File: config.mk
export PLATFORM = sky130hd
export DESIGN_NAME = cp0_reg_unit_flat
export DESIGN_NICKNAME = d
export VERILOG_FILES = /design/src/rtl/cp0_reg_unit_if.sv /design/src/rtl/cp0_reg_unit.sv /design/src/flat_wrapper.sv
export SDC_FILE = /design/constraint.sdc
export NUM_CORES = 1
export LEC_CHECK = 0
export CORE_MARGIN = 2
export CORE_UTILIZATION = 39
export DETAILED_ROUTE_END_ITERATION = 10
export PLACE_DENSITY_LB_ADDON = 0.3
export SYNTH_ARGS = -nofsm -noshare
export SYNTH_HDL_FRONTEND = slang
export SYNTH_SLANG_ARGS = --single-unit
File: constraint.sdc
create_clock -name clk -period 2.3 [get_ports clk]
set_input_delay 0.345 -clock clk [delete_from_list [all_inputs] [get_ports clk]]
set_output_delay 0.345 -clock clk [all_outputs]
set_load 0.01 [all_outputs]
File: src/rtl/cp0_reg_unit_if.sv
// Groups the CP0 register-file write and read ports.
// The WB stage drives the write channel; EX/ctrl drives raddr_i and reads data_o.
interface cp0_reg_unit_if #(
  parameter int DATA_W = 32
);
  logic              we_i;
  logic [4:0]        waddr_i;
  logic [DATA_W-1:0] data_i;
  logic [4:0]        raddr_i;
  logic [DATA_W-1:0] data_o;

  modport master (output we_i, output waddr_i, output data_i, output raddr_i, input data_o);
  modport slave  (input we_i, input waddr_i, input data_i, input raddr_i, output data_o);
endinterface

File: src/rtl/cp0_reg_unit.sv
// MIPS32 CP0 register file: Count/Compare/Status/Cause/EPC/PRId/Config, timer interrupt, exception capture.
// Optional build macro CP0_WB_BYPASS_EN forwards a same-cycle WB write onto the read port.
module cp0_reg_unit #(
  parameter int                DATA_W     = 32,
  parameter logic [DATA_W-1:0] PRID_VAL   = DATA_W'(32'h004c0102),
  parameter logic [DATA_W-1:0] CONFIG_VAL = DATA_W'(32'h00008000)
) (
  input  logic              clk,
  input  logic              rst,
  cp0_reg_unit_if.slave     bus,
  input  logic [5:0]        int_i,
  input  logic [31:0]       excepttype_i,
  input  logic [31:0]       current_inst_addr_i,
  input  logic              is_in_delayslot_i,
  output logic [DATA_W-1:0] count_o,
  output logic [DATA_W-1:0] compare_o,
  output logic [DATA_W-1:0] status_o,
  output logic [DATA_W-1:0] cause_o,
  output logic [DATA_W-1:0] epc_o,
  output logic [DATA_W-1:0] config_o,
  output logic [DATA_W-1:0] prid_o,
  output logic              timer_int_o
);

  localparam logic [4:0] REG_COUNT   = 5'd9;
  localparam logic [4:0] REG_COMPARE = 5'd11;
  localparam logic [4:0] REG_STATUS  = 5'd12;
  localparam logic [4:0] REG_CAUSE   = 5'd13;
  localparam logic [4:0] REG_EPC     = 5'd14;
  localparam logic [4:0] REG_PRID    = 5'd15;
  localparam logic [4:0] REG_CONFIG  = 5'd16;

  // Software-writable Cause bits: IV, WP, IP[1:0]
  localparam logic [DATA_W-1:0] CAUSE_WMASK  = DATA_W'(32'h00C00300);
  localparam logic [DATA_W-1:0] STATUS_RESET = DATA_W'(32'h10000000);

  logic [DATA_W-1:0] count_q, count_d;
  logic [DATA_W-1:0] compare_q, compare_d;
  logic [DATA_W-1:0] status_q, status_d;
  logic [DATA_W-1:0] cause_q, cause_d;
  logic [DATA_W-1:0] epc_q, epc_d;
  logic              timer_int_q, timer_int_d;

  logic              wr_count, wr_compare, wr_status, wr_cause, wr_epc;
  logic              exc_hit, exc_eret;
  logic [4:0]        exc_code;
  logic [DATA_W-1:0] cause_wmerge;

  always_comb begin
    wr_count   = bus.we_i && (bus.waddr_i == REG_COUNT);
    wr_compare = bus.we_i && (bus.waddr_i == REG_COMPARE);
    wr_status  = bus.we_i && (bus.waddr_i == REG_STATUS);
    wr_cause   = bus.we_i && (bus.waddr_i == REG_CAUSE);
    wr_epc     = bus.we_i && (bus.waddr_i == REG_EPC);
    cause_wmerge = (cause_q & ~CAUSE_WMASK) | (bus.data_i & CAUSE_WMASK);
  end

  always_comb begin
    exc_hit  = 1'b0;
    exc_eret = 1'b0;
    exc_code = 5'd0;
    case (excepttype_i)
      32'h0000_0001: begin exc_hit = 1'b1; exc_code = 5'd0;  end
      32'h0000_0008: begin exc_hit = 1'b1; exc_code = 5'd8;  end
      32'h0000_000a: begin exc_hit = 1'b1; exc_code = 5'd10; end
      32'h0000_000d: begin exc_hit = 1'b1; exc_code = 5'd13; end
      32'h0000_000c: begin exc_hit = 1'b1; exc_code = 5'd12; end
      32'h0000_000e: exc_eret = 1'b1;
      default: ;
    endcase
  end

  always_comb begin
    count_d     = wr_count ? bus.data_i : count_q + 1'b1;
    compare_d   = wr_compare ? bus.data_i : compare_q;
    status_d    = wr_status ? bus.data_i : status_q;
    epc_d       = wr_epc ? bus.data_i : epc_q;
    cause_d     = wr_cause ? cause_wmerge : cause_q;
    cause_d[15:10] = int_i;

    timer_int_d = timer_int_q;
    if ((compare_q != '0) && (count_q == compare_q))
      timer_int_d = 1'b1;
    if (wr_compare)
      timer_int_d = 1'b0;

    // Exception capture is applied last so it overrides any WB write to the same field
    if (exc_hit) begin
      if (!status_q[1]) begin
        epc_d       = is_in_delayslot_i ? DATA_W'(current_inst_addr_i - 32'd4)
                                        : DATA_W'(current_inst_addr_i);
        cause_d[31] = is_in_delayslot_i;
      end
      status_d[1]  = 1'b1;
      cause_d[6:2] = exc_code;
    end else if (exc_eret) begin
      status_d[1] = 1'b0;
    end
  end

  always_ff @(posedge clk) begin
    if (rst) begin
      count_q     <= '0;
      compare_q   <= '0;
      status_q    <= STATUS_RESET;
      cause_q     <= '0;
      epc_q       <= '0;
      timer_int_q <= 1'b0;
    end else begin
      count_q     <= count_d;
      compare_q   <= compare_d;
      status_q    <= status_d;
      cause_q     <= cause_d;
      epc_q       <= epc_d;
      timer_int_q <= timer_int_d;
    end
  end

  always_comb begin
    case (bus.raddr_i)
      REG_COUNT:   bus.data_o = count_q;
      REG_COMPARE: bus.data_o = compare_q;
      REG_STATUS:  bus.data_o = status_q;
      REG_CAUSE:   bus.data_o = cause_q;
      REG_EPC:     bus.data_o = epc_q;
      REG_PRID:    bus.data_o = PRID_VAL;
      REG_CONFIG:  bus.data_o = CONFIG_VAL;
      default:     bus.data_o = '0;
    endcase
`ifdef CP0_WB_BYPASS_EN
    if (bus.we_i && (bus.waddr_i == bus.raddr_i)) begin
      case (bus.raddr_i)
        REG_COUNT, REG_COMPARE, REG_STATUS, REG_EPC: bus.data_o = bus.data_i;
        REG_CAUSE:                                   bus.data_o = cause_wmerge;
        default: ;
      endcase
    end
`endif
  end

  assign count_o     = count_q;
  assign compare_o   = compare_q;
  assign status_o    = status_q;
  assign cause_o     = cause_q;
  assign epc_o       = epc_q;
  assign config_o    = CONFIG_VAL;
  assign prid_o      = PRID_VAL;
  assign timer_int_o = timer_int_q;

endmodule
File: src/flat_wrapper.sv
// flat-port wrapper written by rule: the top's interface ports become plain ports
module cp0_reg_unit_flat 
#(
  parameter int                DATA_W     = 32,
  parameter logic [DATA_W-1:0] PRID_VAL   = DATA_W'(32'h004c0102),
  parameter logic [DATA_W-1:0] CONFIG_VAL = DATA_W'(32'h00008000)
)
  (clk, rst, int_i, excepttype_i, current_inst_addr_i, is_in_delayslot_i, count_o, compare_o, status_o, cause_o, epc_o, config_o, prid_o, timer_int_o, bus_we_i, bus_waddr_i, bus_data_i, bus_raddr_i, bus_data_o);
  cp0_reg_unit_if #(.DATA_W(DATA_W)) bus_i ();
  input  logic clk;
  input  logic rst;
  input  logic [5:0] int_i;
  input  logic [31:0] excepttype_i;
  input  logic [31:0] current_inst_addr_i;
  input  logic is_in_delayslot_i;
  output logic [DATA_W-1:0] count_o;
  output logic [DATA_W-1:0] compare_o;
  output logic [DATA_W-1:0] status_o;
  output logic [DATA_W-1:0] cause_o;
  output logic [DATA_W-1:0] epc_o;
  output logic [DATA_W-1:0] config_o;
  output logic [DATA_W-1:0] prid_o;
  output logic timer_int_o;
  input wire logic [$bits(bus_i.we_i)-1:0] bus_we_i;
  input wire logic [$bits(bus_i.waddr_i)-1:0] bus_waddr_i;
  input wire logic [$bits(bus_i.data_i)-1:0] bus_data_i;
  input wire logic [$bits(bus_i.raddr_i)-1:0] bus_raddr_i;
  output wire logic [$bits(bus_i.data_o)-1:0] bus_data_o;
  assign bus_i.we_i = bus_we_i;
  assign bus_i.waddr_i = bus_waddr_i;
  assign bus_i.data_i = bus_data_i;
  assign bus_i.raddr_i = bus_raddr_i;
  assign bus_data_o = bus_i.data_o;
  cp0_reg_unit #(.DATA_W(DATA_W), .PRID_VAL(PRID_VAL), .CONFIG_VAL(CONFIG_VAL)) u_core (.clk(clk), .rst(rst), .bus(bus_i), .int_i(int_i), .excepttype_i(excepttype_i), .current_inst_addr_i(current_inst_addr_i), .is_in_delayslot_i(is_in_delayslot_i), .count_o(count_o), .compare_o(compare_o), .status_o(status_o), .cause_o(cause_o), .epc_o(epc_o), .config_o(config_o), .prid_o(prid_o), .timer_int_o(timer_int_o));
endmodule
==> flow_metrics.env, run 1 <==
export IMPL_crit_chain="dlygate4sd2_1, nand3b_1, buf_6, nor3b_4, buf_12, buf_8, a22oi_1, nand2_1, clkdlybuf4s15_2"
export IMPL_overflow=0
export IMPL_period_needed_ns=2.23
export IMPL_htreeDepth=4
export IMPL_fp_row_count=54
export IMPL_ant_nets=0
export IMPL_drt_initial_drc_count=770
export IMPL_die_height_um=152
export IMPL_grt_pass1_wl_mm=52.5
export IMPL_cp_data_required_time_ns=1.96
export IMPL_clock_sinks=144
export IMPL_ys_flop_type="dfxtp_1"
export IMPL_status="completed"
export IMPL_syn_inst=1084
export IMPL_finalMaxSlewViolations=0
export IMPL_slowest_stage="dlygate4sd2_1"
export IMPL_cp_end_kind="output pin"
export IMPL_drt_met1_wl_mm=14.8
export IMPL_yosys_top_cells_area="dfxtp_1, a211oi_1, nand2_1"
export IMPL_placed_area_um2=12200
export IMPL_total_power_uw=6370
export IMPL_stdcell_count=1727
export IMPL_io_buffers=291
export IMPL_via_per_inst=5.46
export IMPL_syn_area_per_cell_um2=7.86
export IMPL_async_reset_ff_share_pct=0
export IMPL_grt_usage_pct=29.2
export IMPL_combPwrFrac_pct=13.0
export IMPL_cts_root_buf="clkbuf_16"
export IMPL_grt_pass1_vias=8720
export IMPL_place_detailed_hpwl_mm=27.7
export IMPL_wirelength_mm=35.3
export IMPL_fp_dieW_um=152
export IMPL_area_delta_synth_final_pct=51.9
export IMPL_start_util_pct=39.4
export IMPL_clk_path_buf_depth=2
export IMPL_ys_ff_latch=144
export IMPL_cap_violations=0
export IMPL_intPower_uw=4780
export IMPL_criticalPathCategory="input port to output pin"
export IMPL_hold_class="input port to register"
export IMPL_clkLatencyLatePin_ns=0.43
export IMPL_peakVddDrop_mv=0.369
export IMPL_routed_wl_met2_mm=16.5
export IMPL_p_per_area_nw_per_um2=492
export IMPL_hold_buffers=0
export IMPL_startpoint_type="input port"
export IMPL_slew_headroom_pct=56.8
export IMPL_top_layer_used="met4"
export IMPL_drc=0
export IMPL_cts_made_buffers=17
export IMPL_leakagePower_uw=0.00476
export IMPL_hold_viol_final=0
export IMPL_p_sw_uw=1590
export IMPL_setup_violations=0
export IMPL_drt_first_pass_iters=6
export IMPL_fin_nets=1552
export IMPL_p_seq_share_pct=40.3
export IMPL_synth_top_area_share_pct=33.8
export IMPL_wl_met3_mm=2.88
export IMPL_holdWs_ns=0.381
export IMPL_tightest_slew_ns=0.648
export IMPL_drive_gt1_share_pct=13.5
export IMPL_dieArea_um2=23100
export IMPL_arrival_ns=1.88
export IMPL_grt_max_degree=58
export IMPL_cts_tree="done"
export IMPL_design_area_um2=12900
export IMPL_synth_cell_types=50
export IMPL_cp_max_fo=9
export IMPL_synth_edf_count=0
export IMPL_vias=9431
export IMPL_finalCritPeriodShare_pct=96.8
export IMPL_gp_congestion=0.990
export IMPL_yosys_warnings=0
export IMPL_antenna_found_initial=0
export IMPL_switching_share_pct=24.9
export IMPL_clock_skew_ns=0.00944
export IMPL_grt_setup_unrepaired="false"
export IMPL_synth_top_area_cell="dfxtp_1"
export IMPL_clock_power_share_pct=46.7
export IMPL_wl_per_cell_um=20.4
export IMPL_num_antenna_cells=0
export IMPL_cts_reportedPaths_clkPinSlew_ns=0.06
export IMPL_synth_seq_area_share_pct=33.8
export IMPL_max_clock_freq_mhz=449
export IMPL_core_um2=21600
export IMPL_crit_path_max_incr_delay_ns=0.25
export IMPL_dpl_cell_count=1689
export IMPL_synthesis_area_um2=8520
export IMPL_pin_count=373
what timing repair did:
action	4_1_cts	5_1_grt
cloned	1	0
setup endpoints to repair	32	16
pin swaps	2	2
resized for setup	111	10
buffers inserted	5	0
routing by layer:
metal | track usage [%] | vias up
li1 | - | 4380
met1 | 37.5 | 4498
met2 | 48.3 | 482
met3 | 6.33 | 71
met4 | 10.9 | 0
met5 | 0 | -
power groups by stage:
stage               sequential [µW]  clock (µW)  combinational [µW]
finish                         2570        2970                 828
global route                   2570        3100                 875
CTS                            2570        3000                 815
detailed placement             2620           0                 804
global placement               2620           0                 797
floorplan                      2620           0                 383
logic make-up after synthesis:
group	share of synthesized area [%]
compound gates	19.3
flops	33.8
buf+inv	10.9
simple gates	24.0
other cells	0.0881
fa+ha+maj	0.294
mux	2.25
xor+xnor	9.25
cell type report:
| cell class | instances | area [µm²] |
|---|---|---|
| Multi-Input combinational cell | 856 | 5090 |
| Sequential cell | 144 | 2880 |
| Clock inverter | 12 | 183 |
| Fill cell | 2012 | 8670 |
| Clock buffer | 20 | 447 |
| Tap cell | 280 | 350 |
| Inverter | 6 | 22.5 |
| Timing Repair Buffer | 409 | 3970 |
final timing paths:
kind / from / end / slack, ns / cells after the start
worst max-delay path: bus_raddr_i[4] / bus_data_o[20] / 0.07 / 9
worst min-delay path: current_inst_addr_i[6] / u_core.epc_o[6] / 0.38 / 4
worst max register to register: u_core.count_o[1] / u_core.count_o[24] / 0.29 / 7
worst min register to register: u_core.status_o[11] / u_core.status_o[11] / 0.48 / 2
flip-flops by register name, indices dropped and copies added, names as in the netlist:
signal and cells:
u_core.cause_o 15, u_core.compare_o 32, u_core.count_o 32, u_core.epc_o 32, u_core.status_o 32, u_core.timer_int_o 1
cell usage after synthesis, types with 3 or more instances:
| master | number |
|---|---|
| nand2_1 | 172 |
| dfxtp_1 | 144 |
| a211oi_1 | 87 |
| a21oi_1 | 87 |
| buf_4 | 82 |
| clkbuf_1 | 67 |
| nor2_1 | 66 |
| xnor2_1 | 60 |
| a22oi_1 | 42 |
| nor2b_1 | 42 |
| xor2_1 | 30 |
| nand4_1 | 24 |
| nor4_1 | 23 |
| o21ai_0 | 21 |
| nand3_1 | 20 |
| mux2i_1 | 18 |
| nor3_1 | 18 |
| and3_1 | 7 |
| inv_1 | 6 |
| nor3b_1 | 5 |
| a221o_1 | 4 |
| buf_2 | 4 |
| nand3b_1 | 4 |
| nor4b_1 | 4 |
| o31ai_1 | 4 |
| or3_1 | 4 |
| buf_1 | 3 |
| nor4bb_1 | 3 |
| or4_1 | 3 |
worst max-delay path, delay by kind of cell:
family,cells,cell delay [ns]
AND/OR/NAND/NOR,3,0.50
buffers and inverters,5,0.93
AO/OA/AOI/OAI,1,0.10
metrics by stage:
step / setup WS (ns) / TNS [ns] / utilization, %
2_1_floorplan: 0.0991 / 0 / -
3_3_place_gp: -0.468 / -20.51 / 56.4
3_5_place_dp: -0.530 / -22.48 / 56.4
4_1_cts: 0.0316 / 0 / 59.7
5_1_grt: 0.00274 / 0 / 59.9
6_report: 0.0727 / 0 / 59.9
cells in the final DEF, fill, tap and decap left out, drive strengths merged, types with 21 or more instances in the layout:
cell type,instances
nor2,66
a22oi,42
xnor2,60
a211oi,89
nor2b,42
conb,81
nand2,172
dfxtp,144
nand4,24
buf,129
clkdlybuf4s50,249
o21ai,21
a21oi,87
nor4,27
xor2,30
No activity file was read; power rests on OpenSTA's default activity.
==> run 2: changes to the inputs <==
--- a/config.mk
+++ b/config.mk
@@ -5,6 +5,7 @@
 export SDC_FILE = /design/constraint.sdc
 export NUM_CORES = 1
 export LEC_CHECK = 0
+export CORE_ASPECT_RATIO = 1.75
 export CORE_MARGIN = 2
 export CORE_UTILIZATION = 39
 export DETAILED_ROUTE_END_ITERATION = 10
==> run 2 against run 1 <==
Fmax grew 0.22%. Die area is 0.21% higher. Sequential share of layout area grew 0.16 points. Clock skew increased by 0.00061 ns. Cell count increased by 1.3%. Clock power shrank 11%. Sequential power barely moved. Via count rose by 2.1%. First-iteration DRC count down 3.8%. Critical endpoint is now bus_data_o[8]. Largest cell class unchanged. Highest routed layer unchanged.
==> flow_metrics.env, run 2 (synthesized netlist as in run 1, its figures left out) <==
export IMPL_status="completed"
export IMPL_max_clock_freq_mhz=450
export IMPL_clock_power_share_pct=43.6
export IMPL_period_needed_ns=2.22
export IMPL_crit_path_max_incr_delay_ns=0.29
export IMPL_criticalPathCategory="input port to output pin"
export IMPL_crit_chain="dlygate4sd2_1, buf_4, nor4b_4, buf_4, buf_6, a21oi_1, nand2_1, dlygate4sd2_1"
export IMPL_setup_violations=0
export IMPL_hold_class="input port to register"
export IMPL_slowest_stage="nor4b_4"
export IMPL_cp_data_required_time_ns=1.96
export IMPL_io_buffers=291
export IMPL_drt_initial_drc_count=741
export IMPL_clk_path_buf_depth=2
export IMPL_slew_headroom_pct=64.7
export IMPL_clock_sinks=144
export IMPL_clkLatencyLatePin_ns=0.43
export IMPL_timing_rr_start="u_core.count_o[14]"
export IMPL_start_util_pct=39.6
export IMPL_grt_max_degree=44
export IMPL_fp_row_count=71
export IMPL_leakagePower_uw=0.00474
export IMPL_final_common_cell="clkdlybuf4s50_1"
export IMPL_cp_max_fo=10
export IMPL_fillers=1993
export IMPL_intPower_uw=4340
export IMPL_cts_made_buffers=17
export IMPL_dpl_cell_count=1705
export IMPL_switching_share_pct=28.2
export IMPL_core_um2=21500
export IMPL_hold_viol_final=0
export IMPL_arrival_ns=1.88
export IMPL_place_detailed_hpwl_mm=28.9
export IMPL_drt_first_pass_iters=5
export IMPL_final_cell_mix="clkdlybuf4s50_1, nand2_1, dfxtp_1, buf_4, a211oi_1"
export IMPL_drive_gt1_share_pct=13.5
export IMPL_area_delta_synth_final_pct=50.9
export IMPL_tightest_slew_ns=0.525
export IMPL_finalMaxSlewViolations=0
export IMPL_fin_nets=1559
export IMPL_p_seq_share_pct=42.4
export IMPL_gp_congestion=0.979
export IMPL_stdcell_count=1749
export IMPL_grt_usage_pct=31.7
export IMPL_startpoint_type="input port"
export IMPL_clock_skew_ns=0.0100
export IMPL_p_sw_uw=1710
export IMPL_p_per_area_nw_per_um2=470
export IMPL_cts_tree="done"
export IMPL_fin_util_pct=59.8
export IMPL_grt_pass1_wl_mm=54.7
export IMPL_hp_start="rst"
export IMPL_htreeDepth=4
export IMPL_ant_nets=0
export IMPL_wirelength_mm=37.2
export IMPL_combPwrFrac_pct=14.0
export IMPL_overflow=0
export IMPL_holdWs_ns=0.388
export IMPL_die_height_um=200
export IMPL_fp_dieW_um=116
export IMPL_total_power_uw=6050
export IMPL_peakVddDrop_mv=0.377
export IMPL_cts_root_buf="clkbuf_16"
export IMPL_grt_setup_unrepaired="false"
export IMPL_final_setup_tns_ns=0
export IMPL_seq_area_um2=2880
export IMPL_wl_per_cell_um=21.3
export IMPL_vias=9632
export IMPL_startpoint="bus_raddr_i[2]"
export IMPL_antenna_found_initial=3
export IMPL_via_per_inst=5.51
export IMPL_regToRegSetupSlack_ns=0.41
export IMPL_cp_end_kind="output pin"
export IMPL_finalCritPeriodShare_pct=96.6
export IMPL_pin_count=373
export IMPL_cap_violations=0
export IMPL_multiInputGateArea_um2=5100
export IMPL_grt_pass1_vias=9168
export IMPL_dieArea_um2=23100
export IMPL_cts_reportedPaths_clkPinSlew_ns=0.06
export IMPL_drc=0
run 2: changes by cell type in the layout (fill, tap and decap cells not counted), moves of 4 or more:
cell	change
dlygate4sd2_1	+15
buf_4	+13
clkdlybuf4s15_2	-8
inv_6	+5
bufinv_16	-4
dlymetal6s2s_1	-4
run 2: per-stage QoR:
stage / setup WS [ns] / cell area (µm²)
floorplan: 0.0991 / 8820
global placement: -0.484 / 12200
detailed placement: -0.513 / 12200
CTS: 0.0650 / 12800
global route: 0.00241 / 12900
finish: 0.0775 / 12900
run 2: cell type report:
cell class / instances / area share, %
Antenna cell: 3 / 0.0584
Timing Repair Buffer: 416 / 30.6
Sequential cell: 144 / 22.4
Tap cell: 292 / 2.84
Inverter: 6 / 0.175
Multi-Input combinational cell: 856 / 39.7
Clock inverter: 15 / 0.963
Clock buffer: 17 / 3.31
run 2: worst max-delay path: cells and delay by family:
kind            cells  cell delay [ns]
buf+inv             5             1.06
compound gates      1             0.09
simple gates        2             0.38
run 2: power groups by stage:
stage	combinational (µW)	sequential, µW	clock, µW
after floorplan	383	2620	0
after global placement	819	2620	0
after detailed placement	824	2620	0
after CTS	831	2560	2640
after global routing	895	2560	2740
final	847	2560	2640
run 2: worst paths after layout:
check | endpoint | cells after the start
worst max-delay path | bus_data_o[8] | 8
worst min-delay path | u_core.cause_o[23] | 2
worst max register to register | u_core.count_o[24] | 6
worst min register to register | u_core.status_o[17] | 2
run 2: per-layer routing:
metal / track usage, % / routed length [µm]
met1: 34.4 / 12800
met2: 56.5 / 19200
met3: 5.03 / 2770
met4: 19.9 / 2510
met5: 0 / 0
run 2: repair_timing:
action,4_1_cts,5_1_grt
pin swaps,7,1
endpoints found under the setup margin,33,11
gates cloned,2,0
resized for setup,101,4
hold buffers,0,0
buffers inserted,7,0
==> run 3: changes to the inputs <==
--- a/config.mk
+++ b/config.mk
@@ -5,9 +5,10 @@
 export SDC_FILE = /design/constraint.sdc
 export NUM_CORES = 1
 export LEC_CHECK = 0
+export ABC_AREA = 1
 export CORE_ASPECT_RATIO = 1.75
 export CORE_MARGIN = 2
-export CORE_UTILIZATION = 39
+export CORE_UTILIZATION = 41
 export DETAILED_ROUTE_END_ITERATION = 10
 export PLACE_DENSITY_LB_ADDON = 0.3
 export SYNTH_ARGS = -nofsm -noshare
==> run 3 against run 2 <==
Combinational power up 5.1%. Total power up 6.7%. Setup slack worse by 0.022 ns. Global-route usage up 1.3 points. Synthesized cell count up 37%. Register-to-register slack worse by 0.09 ns. Wire length up 11%. First-iteration DRC count up 26%. Via count up 14%. Clock skew down 0.0041 ns. Critical path type unchanged. Largest power group unchanged.
==> flow_metrics.env, run 3 <==
export IMPL_multiInputGateArea_um2=5480
export IMPL_leakagePower_uw=0.00594
export IMPL_fin_ws_ns=0.0553
export IMPL_startpoint_type="input port"
export IMPL_synth_seq_area_share_pct=30.1
export IMPL_grt_pass1_vias=10338
export IMPL_path_common_cell="dlygate4sd2_1"
export IMPL_pre_cts_ws_ns=-0.557
export IMPL_clock_skew_ns=0.00592
export IMPL_hold_viol_final=0
export IMPL_stdcell_count=2126
export IMPL_cts_reportedPaths_clkPinSlew_ns=0.07
export IMPL_crit_chain="dlygate4sd2_1, buf_4, nor3_4, bufbuf_16, nand2_1, o2111ai_1, dlygate4sd2_1"
export IMPL_fin_nets=1926
export IMPL_dieArea_um2=24600
export IMPL_die_height_um=206
export IMPL_synth_most_common_cell="nand2_1"
export IMPL_fillers=2321
export IMPL_antenna_found_initial=1
export IMPL_vias=11007
export IMPL_p_per_area_nw_per_um2=472
export IMPL_gp_congestion=0.990
export IMPL_seq_area_um2=2880
export IMPL_regToRegSetupSlack_ns=0.32
export IMPL_cts_made_buffers=17
export IMPL_dpl_cell_count=2085
export IMPL_area_delta_synth_final_pct=43.0
export IMPL_syn_inst=1481
export IMPL_yosys_top_cells_area="dfxtp_1, nand2_1, nor2_1"
export IMPL_cp_max_fo=4
export IMPL_core_um2=23100
export IMPL_cap_violations=0
export IMPL_synth_top_area_share_pct=30.1
export IMPL_peakVddDrop_mv=0.484
export IMPL_final_common_cell="nand2_1"
export IMPL_clock_sinks=144
export IMPL_drt_initial_drc_count=932
export IMPL_async_reset_ff_share_pct=0
export IMPL_start_util_pct=41.3
export IMPL_hold_buffers=0
export IMPL_cts_tree="done"
export IMPL_synth_commonest_cells="nand2_1, nor2_1, inv_1, dfxtp_1, o21ai_0"
export IMPL_synthesis_area_um2=9560
export IMPL_clkLatencyLatePin_ns=0.44
export IMPL_max_clock_freq_mhz=445
export IMPL_cts_root_buf="clkbuf_16"
export IMPL_yosys_warnings=0
export IMPL_finalCritPeriodShare_pct=97.6
export IMPL_grt_pass1_wl_mm=61.0
export IMPL_criticalPathCategory="input port to output pin"
export IMPL_grt_max_degree=47
export IMPL_pin_count=373
export IMPL_fp_dieW_um=119
export IMPL_ant_nets=0
export IMPL_syn_area_per_cell_um2=6.46
export IMPL_cp_data_required_time_ns=1.96
export IMPL_final_cell_mix="nand2_1, clkdlybuf4s50_1, nor2_1, inv_1, dfxtp_1"
export IMPL_clk_path_buf_depth=2
export IMPL_synth_edf_count=0
export IMPL_hold_class="input port to register"
export IMPL_overflow=0
export IMPL_arrival_ns=1.90
export IMPL_finalMaxSlewViolations=0
export IMPL_wirelength_mm=41.2
export IMPL_crit_path_max_incr_delay_ns=0.31
export IMPL_drc=0
export IMPL_ys_ff_latch=144
export IMPL_via_per_inst=5.18
export IMPL_drive_gt1_share_pct=12.2
export IMPL_grt_usage_pct=33.0
export IMPL_htreeDepth=4
export IMPL_grt_setup_unrepaired="false"
export IMPL_place_detailed_hpwl_mm=33.3
export IMPL_period_needed_ns=2.24
export IMPL_design_area_um2=13700
export IMPL_synth_top_area_cell="dfxtp_1"
export IMPL_placed_area_um2=12900
export IMPL_ys_flop_type="dfxtp_1"
export IMPL_wl_per_cell_um=19.4
export IMPL_slowest_stage="bufbuf_16"
export IMPL_cp_end_kind="output pin"
export IMPL_drt_first_pass_iters=5
export IMPL_synth_cell_types=43
export IMPL_io_buffers=291
export IMPL_setup_violations=0
export IMPL_status="completed"
export IMPL_holdWs_ns=0.404
export IMPL_fp_row_count=74
==> run 3: path summary, 6_finish.rpt <==
kind,start,end,cells past startpoint
worst max-delay path,bus_raddr_i[0],bus_data_o[12],7
worst min-delay path,int_i[2],u_core.cause_o[12],3
worst max register to register,u_core.count_o[0],u_core.count_o[16],9
worst min register to register,u_core.timer_int_o,u_core.timer_int_o,2
==> run 3: cells by family after synthesis <==
| kind of cell | count (synthesis) | share of synthesized area, % |
|---|---|---|
| compound gates | 271 | 16.6 |
| xor+xnor | 48 | 4.40 |
| fa+ha+maj | 2 | 0.262 |
| buf+inv | 321 | 16.8 |
| flops | 144 | 30.1 |
| other cells | 2 | 0.0785 |
| simple gates | 693 | 31.7 |
==> run 3: critical path: cells and delay by family <==
kind / cells / cell delay [ns]
compound gates: 1 / 0.15
simple gates: 2 / 0.34
buf+inv: 4 / 1.07
==> run 3: layer usage <==
| layer | share of wire, % | GRT usage (%) | vias to the layer above |
|---|---|---|---|
| met5 | 0.032 | 0 | - |
| met4 | 5.2 | 18.3 | 2 |
| met3 | 6.0 | 4.53 | 116 |
| met2 | 53 | 62.0 | 540 |
| met1 | 36 | 35.1 | 5056 |
| li1 | - | - | 5293 |
==> run 3: power by group <==
group	switching, µW	internal, µW
clock network	1310	1660
registers	58.4	2530
logic	487	404
total	1850	4600
==> run 3: through the flow <==
stage / utilization [%] / total power (µW) / TNS [ns]
floorplan: - / 3100 / 0
global placement: 55.7 / 3500 / -15.03
detailed placement: 55.7 / 3510 / -15.21
CTS: 59.1 / 6450 / 0
global route: 59.1 / 6620 / 0
finish: 59.1 / 6450 / 0
==> run 3: what timing repair did <==
action / CTS / global route
buffers inserted: 6 / 0
cloned: 2 / 0
resized for setup: 136 / 4
pin swaps: 4 / 1
setup endpoints to repair: 32 / 17
==> run 3: area by class of cell <==
cell class                      count  area share (%)
Antenna cell                        1          0.0183
Clock buffer                       17            3.11
Clock inverter                     15            1.43
Inverter                          181            5.02
Multi-Input combinational cell   1095            40.1
Sequential cell                   144            21.1
Tap cell                          304            2.78
Timing Repair Buffer              369            26.5
